## src/rtl/alu_nibble_seq.sv

```systemverilog
// Multi-cycle COMET2 add/subtract unit: one 4-bit adder slice reused over WIDTH/4 cycles,
// least significant nibble first, producing the result and {OF,SF,ZF}.
module alu_nibble_seq #(
    parameter int unsigned WIDTH = 16
) (
    input  logic             clk,
    input  logic             rst_n,
    input  logic             start,
    input  logic [1:0]       op,
    input  logic [WIDTH-1:0] a,
    input  logic [WIDTH-1:0] b,
    output logic             busy,
    output logic             done,
    output logic [WIDTH-1:0] result,
    output logic [2:0]       flags
);

    localparam int unsigned   NumNib  = WIDTH / 4;
    localparam int unsigned   IdxW    = (NumNib > 1) ? $clog2(NumNib) : 1;
    localparam logic [IdxW-1:0] LastIdx = IdxW'(NumNib - 1);

    localparam logic [1:0] StIdle = 2'd0;
    localparam logic [1:0] StCalc = 2'd1;
    localparam logic [1:0] StDone = 2'd2;

    logic [1:0]       state_q, state_d;
    logic [IdxW-1:0]  idx_q, idx_d;
    logic             carry_q, carry_d;
    logic [1:0]       op_q, op_d;
    logic [WIDTH-1:0] a_q, a_d;
    logic [WIDTH-1:0] b_q, b_d;
    logic [WIDTH-1:0] work_q, work_d;
    logic [WIDTH-1:0] result_q, result_d;
    logic [2:0]       flags_q, flags_d;

    logic [3:0]       a_nib, b_nib;
    logic [4:0]       sum;
    logic [WIDTH-1:0] res_nxt;
    logic             of_nxt;

    // Shared nibble slice: select the current nibble and merge its sum into the working value.
    always_comb begin
        a_nib   = 4'h0;
        b_nib   = 4'h0;
        for (int unsigned i = 0; i < NumNib; i++) begin
            if (idx_q == IdxW'(i)) begin
                a_nib = a_q[i*4 +: 4];
                b_nib = b_q[i*4 +: 4];
            end
        end
        sum     = {1'b0, a_nib} + {1'b0, b_nib} + {4'b0000, carry_q};
        res_nxt = work_q;
        for (int unsigned i = 0; i < NumNib; i++) begin
            if (idx_q == IdxW'(i)) begin
                res_nxt[i*4 +: 4] = sum[3:0];
            end
        end
    end

    // b_q already holds ~b for subtraction, so signed overflow has the same form for ADDA/SUBA.
    always_comb begin
        unique case (op_q)
            2'b01:   of_nxt = sum[4];
            2'b11:   of_nxt = ~sum[4];
            default: of_nxt = (a_q[WIDTH-1] == b_q[WIDTH-1]) && (res_nxt[WIDTH-1] != a_q[WIDTH-1]);
        endcase
    end

    always_comb begin
        state_d  = state_q;
        idx_d    = idx_q;
        carry_d  = carry_q;
        op_d     = op_q;
        a_d      = a_q;
        b_d      = b_q;
        work_d   = work_q;
        result_d = result_q;
        flags_d  = flags_q;
        unique case (state_q)
            StIdle: begin
                if (start) begin
                    a_d     = a;
                    b_d     = op[1] ? ~b : b;
                    op_d    = op;
                    carry_d = op[1];
                    idx_d   = '0;
                    work_d  = '0;
                    state_d = StCalc;
                end
            end
            StCalc: begin
                work_d  = res_nxt;
                carry_d = sum[4];
                idx_d   = idx_q + IdxW'(1);
                if (idx_q == LastIdx) begin
                    idx_d    = '0;
                    result_d = res_nxt;
                    flags_d  = {of_nxt, res_nxt[WIDTH-1], (res_nxt == '0)};
                    state_d  = StDone;
                end
            end
            StDone: begin
                state_d = StIdle;
            end
            default: begin
                state_d = StIdle;
            end
        endcase
    end

    always_ff @(posedge clk or negedge rst_n) begin
        if (!rst_n) begin
            state_q  <= StIdle;
            idx_q    <= '0;
            carry_q  <= 1'b0;
            op_q     <= 2'b00;
            a_q      <= '0;
            b_q      <= '0;
            work_q   <= '0;
            result_q <= '0;
            flags_q  <= 3'b000;
        end else begin
            state_q  <= state_d;
            idx_q    <= idx_d;
            carry_q  <= carry_d;
            op_q     <= op_d;
            a_q      <= a_d;
            b_q      <= b_d;
            work_q   <= work_d;
            result_q <= result_d;
            flags_q  <= flags_d;
        end
    end

    assign busy   = (state_q == StCalc) || (state_q == StDone);
    assign done   = (state_q == StDone);
    assign result = result_q;
    assign flags  = flags_q;

endmodule

```

## config.mk

```make
export PLATFORM = sky130hd
export DESIGN_NAME = alu_nibble_seq
export DESIGN_NICKNAME = d
export VERILOG_FILES = /design/src/rtl/alu_nibble_seq.sv
export SDC_FILE = /design/constraint.sdc
export NUM_CORES = 1
export LEC_CHECK = 0
export CORE_ASPECT_RATIO = 0.6
export CORE_MARGIN = 5
export CORE_UTILIZATION = 50
export CTS_BUF_LIST = sky130_fd_sc_hd__clkbuf_8
export CTS_CLUSTER_DIAMETER = 200
export DETAILED_ROUTE_END_ITERATION = 10
export PLACE_DENSITY = 0.72
export SYNTH_ARGS = -nofsm -noshare
export SYNTH_HDL_FRONTEND = slang
export SYNTH_SLANG_ARGS = --single-unit
```

## constraint.sdc

```tcl
create_clock -name clk -period 3.8 [get_ports clk]
set_input_delay 0.76 -clock clk [delete_from_list [all_inputs] [get_ports clk]]
set_output_delay 0.76 -clock clk [all_outputs]
set_load 0.05 [all_outputs]
```

; Word level (Yosys, flattened, before mapping)
; Cells that the tools add are included.
[word_totals]
out_inout_bits = 21
ff_bits = 74
in_bits = 37
ram_bits = 0
memories = 0
mem_bits_ro = 0
word_cells = 59
latchBits = 0
[classes]
bitwise = 2
mux = 24
reduce_logical = 10
multipliers = 0
n_lt_le_gt_ge = 0
div_mod_pow = 0
eq_ne = 11
n_addsub = 3
shift = 0
[ops]
columns = cell, count
row1 = two-way mux 4 bit, 12
row2 = two-way mux 16 bit, 2
row3 = one-hot mux 16 bit (2 select lines), 1
row4 = zero test 16 bit, 1
row5 = NOT 16 bit, 1
row6 = "== test 2 bit, second input constant", 4
row7 = two-way mux 2 bit, 4
row8 = one-hot mux 2 bit (2 select lines), 2
row9 = AND reduction 2 bit, 4
row10 = "== test 2 x 1 -> 1 bit, second input constant", 3
row11 = adder 4 x 4 -> 5 bit, 1
row12 = adder 5 x 1 -> 5 bit, 1
row13 = zero test 2 bit, 2
row14 = "inequality test 2 bit, second input constant", 2
row15 = one-hot mux 1 bit (2 select lines), 2
row16 = "adder 2 x 1 -> 2 bit, second input constant", 1
row17 = nonzero test 2 bit, 1
row18 = == test 1 bit, 1
row19 = logical AND 1 bit, 1
row20 = logical OR 1 bit, 1
row21 = two-way mux 1 bit, 1
row22 = inequality test 1 bit, 1
row23 = NOT 1 bit, 1

; Logic depth before layout (Yosys ltp)
[depth]
word_depth = 11
ltp_mapped = 15
mapped_depth_nobuf = 13

; Worst setup path before layout
; Ideal clock, no wire load.
[synth_timing]
kind = reg-to-reg
startpoint = reg idx_q[1]
endpoint = reg flags_q[2], in the netlist flags[2]
stages_incl_launch_ff = 16
synth_period_minus_slack_ns = 3.101
setup_time_ns = 0.124
arrival_time_ns = 2.977
required_ns = 3.676
path_slack_ns = 0.699
path_buffers = 2
path_cell_list = dfrtp_1 inv_1 ha_1 clkbuf_1 buf_2 nand2_1 a21oi_1 a21oi_1 o21ai_0 fa_1 inv_1 fa_1 nand2b_1 nor4b_1 o32a_1 a211o_1
[synth_between]
elab_chain_cells = 11
elab_cells_between_ends = 20
classes_between = add/sub (2) / eq/ne (4) / mux (10) / bitwise (1) / reduce/logical (3)
[synth_lines]
columns = element, line
row1 = "start, declared", 27  ; logic [IdxW-1:0] idx_q, idx_d;
row2 = "start signal, assigned", 124  ; idx_q <= idx_d;
row3 = zero test 2 bit, 46  ; if (idx_q == IdxW'(i)) begin
row4 = two-way mux 4 bit (4 in series), 46
row5 = adder 4 x 4 -> 5 bit, 51  ; sum = {1'b0, a_nib} + {1'b0, b_nib} + {4'b0000, carry_q};
row6 = adder 5 x 1 -> 5 bit, 51
row7 = two-way mux 4 bit, 54  ; if (idx_q == IdxW'(i)) begin
row8 = inequality test 1 bit, 65  ; default: of_nxt = (a_q[WIDTH-1] == b_q[WIDTH-1]) && (res_nxt[WIDTH-1] != a_q[WIDTH-1]);
row9 = logical AND 1 bit, 65
row10 = one-hot mux 1 bit (2 select lines), 62  ; unique case (op_q)
row11 = "end signal, assigned", 131  ; flags_q <= flags_d;
row12 = "end, declared", 34  ; logic [2:0] flags_q, flags_d;
; Several ways; a longest one is shown, not always the timed one.
; A chain may end at the register's enable or synchronous reset.

; Worst setup path in the final report
[layout_timing]
startpoint = reg idx_q[1]
endpoint = reg flags_q[0], in the netlist flags[0]
[layout_between]
elab_chain_cells = 9
elab_cells_between_ends = 20
classes_between = add/sub (2) / eq/ne (3) / mux (12) / reduce/logical (3)
[layout_lines]
columns = element, line
row1 = zero test 2 bit, "46, 54"
row2 = two-way mux 4 bit (4 in series), 46
row3 = adder 4 x 4 -> 5 bit, 51
row4 = adder 5 x 1 -> 5 bit, 51
row5 = two-way mux 4 bit, 54
row6 = zero test 16 bit, 98  ; flags_d = {of_nxt, res_nxt[WIDTH-1], (res_nxt == '0)};
; Several ways; a longest one is shown, not always the timed one.

==> results.sh <==
export IMPL_status="finished, final reports clean"
export IMPL_cts_tree="yes"
export IMPL_core_um2=7180
export IMPL_gp_congestion=0.958
export IMPL_crit_top_cell="inv_1"
export IMPL_antenna_found_initial=0
export IMPL_num_rows=24
export IMPL_floorplan_initialDensity_pct=51.0
export IMPL_arrival_ns=3.70
export IMPL_p_leak_nw=1.90
export IMPL_finalMaxSlewViolations=0
export IMPL_drive_gt1_share_pct=10.3
export IMPL_worst_path_max_delay_cell="fa_1"
export IMPL_first_pass_iters=5
export IMPL_rsz0062_at_grt="no"
export IMPL_worstPathRequired_ns=4.04
export IMPL_diodes=0
export IMPL_die_w_um=120
export IMPL_crit_chain="inv_1 -> ha_1 -> nand3b_1 -> a21oi_1 -> a21oi_1 -> o21ai_0 -> fa_1 -> inv_1 -> fa_1 -> inv_1 -> nor4_1 -> o211ai_1 -> o31ai_1"
export IMPL_clock_sinks=70
export IMPL_ys_warn_count=0
export IMPL_clk_path_buf_depth=2
export IMPL_skew_ns=0.00937
export IMPL_area_growth_pct=24.0
export IMPL_syn_cell_area_um2=3660
export IMPL_grt_ovfl_total=0
export IMPL_antenna_left=0
export IMPL_hold_violations=0
export IMPL_hold_path_class="input port to asynchronous set/reset pin"
export IMPL_synth_distinct_cells=43
export IMPL_rrSetupSlack_ns=0.34
export IMPL_clk_pin_slew_ns=0.08
export IMPL_drt_vias_per_instance=5.70
export IMPL_root_buffer="clkbuf_8"
export IMPL_cp_end_kind="flop"
export IMPL_cts_buffers=9
export IMPL_synth_fp_nets=428
export IMPL_path_max_fanout=12
export IMPL_period_share_pct=91.0
export IMPL_yosysSeqAreaShare_pct=47.9
export IMPL_grt_max_degree=55
export IMPL_synth_seq_cells=70
export IMPL_clk_latency_ns=0.34
export IMPL_fin_crit_ns=3.46
export IMPL_first_iter_violations=274
export IMPL_max_stage_delay_ns=0.54
export IMPL_post_cts_buffers=0
export IMPL_synthTopCellsByArea="dfrtp_1 (48%), nand2_1 (6.5%), o21ai_0 (5.9%)"
export IMPL_grt_first_pass_wirelength_mm=14.5
export IMPL_track_usage_pct=19.9
export IMPL_synth_top_area_share_pct=47.9
export IMPL_relSlewSlack_pct=35.1
export IMPL_die_area_um2=9180
export IMPL_first_global_vias=2762
export IMPL_synthCells=379
export IMPL_fmax_mhz=289
export IMPL_cts_resized=0
export IMPL_cts_hold_buf=0
export IMPL_ys_top_cells_by_count="dfrtp_1 (70), nand2_1 (63), o21ai_0 (43)"
export IMPL_setup_violations=0
export IMPL_synth_most_common_cell="dfrtp_1"
export IMPL_ir_worst_vdd_mv=0.584
export IMPL_syn_avg_cell_area_um2=9.65
export IMPL_maxCapViolations=0
export IMPL_p_per_area_nw_per_um2=1060
export IMPL_fp_dieH_um=76.2
export IMPL_vias=2963
export IMPL_io_pins=58
export IMPL_ys_flop_type="dfrtp_1"
export IMPL_synth_edf_count=0
export IMPL_yosys_area_top_type="dfrtp_1"
export IMPL_synthArstFlopShare_pct=100
export IMPL_r2r_cells=13
export IMPL_p_total_mw=4.81
export IMPL_port_buffers=57
export IMPL_h_tree_depth=3
export IMPL_post_drt_wl_per_cell_um=17.3
export IMPL_dp_hpwl_mm=6.49
export IMPL_r2r_start="idx_q[1]"
export IMPL_wl_mm=8.99
export IMPL_drc=0
export IMPL_crit_type="flop to flop"
export IMPL_startpoint_type="flop"
export IMPL_layout_nets=473
export IMPL_final_setup_tns_ns=0
export IMPL_r2r_end="flags[0]"
export IMPL_worst_pin_slew_ns=0.970
==> routing by layer <==
metal  up-vias  wire length (um)  part of all wire [%]  GRT usage (%)
met5         -                 0                     0              0
met4         0                61                  0.68           4.52
li1       1422                 -                     -              -
met1      1402              4660                    52           32.3
met3         7               712                   7.9           5.93
met2       132              3560                    40           25.5
==> worst max path at each step <==
| stage | from | to | slack, ns | depth (start not counted) |
|---|---|---|---|---|
| floorplan | idx_q[1] | flags[2] | 0.70 | 15 |
| global route | idx_q[1] | flags[0] | 0.19 | 13 |
| finish | idx_q[1] | flags[0] | 0.34 | 13 |
| global placement | idx_q[0] | flags[0] | 0.63 | 12 |
| CTS | idx_q[1] | flags[0] | 0.40 | 13 |
| detailed placement | idx_q[1] | flags[0] | 0.45 | 13 |
==> state kept, by name, summed over array words and instances (netlist names) <==
name,flops
work_q,13
state_q,2
op_q,2
a_q,16
flags,3
b_q,16
carry_q,1
idx_q,2
result,15
==> layout make-up <==
class                      count  area (um2)
clock inverter                 5         129
fill                         620        2640
sequential                    70        1750
timing repair buffer          63         611
clock buffer                  11         151
tap                           91         114
inverter                      10        37.5
multi-input combinational    270        1740
==> placed cells by master (no fill, tap or decap), drive strengths merged, types with 3 or more instances in the layout <==
cell type	count
mux2	18
inv	10
a221o	3
clkbuf	11
and2	3
a32o	3
a21oi	32
nor2b	20
xnor2	17
a221oi	4
a31oi	7
nand3b	7
ha	10
dfrtp	70
clkdlybuf4s50	56
o31ai	4
o21ai	44
nor3	4
nor4	8
nand2	63
buf	7
bufinv	4
==> per-stage QoR <==
step	worst slack [ns]	utilization, %	hold slack, ns	instances	instance area [um2]
after floorplan	0.699	-	0.442	379	3660
after global placement	0.628	59.3	0.462	504	4260
after detailed placement	0.445	59.3	0.469	504	4260
after CTS	0.395	63.2	0.325	520	4540
after global routing	0.192	63.2	0.350	520	4540
final	0.342	63.2	0.321	520	4540
==> power by group <==
| group | leakage (nW) | internal, mW | switching, mW | total [mW] |
|---|---|---|---|---|
| Combinational | 0.878 | 0.976 | 1.69 | 2.66 |
| Sequential | 0.881 | 1.07 | 0.244 | 1.32 |
| Clock | 0.140 | 0.540 | 0.287 | 0.826 |
==> worst max-delay path, delay by kind of cell, from the launching register on <==
kind | cells | cell delay [ns]
fa+ha+maj | 3 | 1.17
compound gates | 5 | 0.97
simple gates | 2 | 0.57
flops | 1 | 0.39
buf+inv | 3 | 0.26
==> cell families (layout without fill, tap and decap cells) <==
family | count (synthesis) | in the layout | synth area share, %
compound gates | 111 | 111 | 18.4
xor+xnor | 17 | 17 | 4.07
fa+ha+maj | 12 | 12 | 4.52
buf+inv | 39 | 89 | 4.48
flops | 70 | 70 | 47.9
mux | 18 | 18 | 5.54
simple gates | 112 | 112 | 15.1
Power figures use the tool's default switching activity.
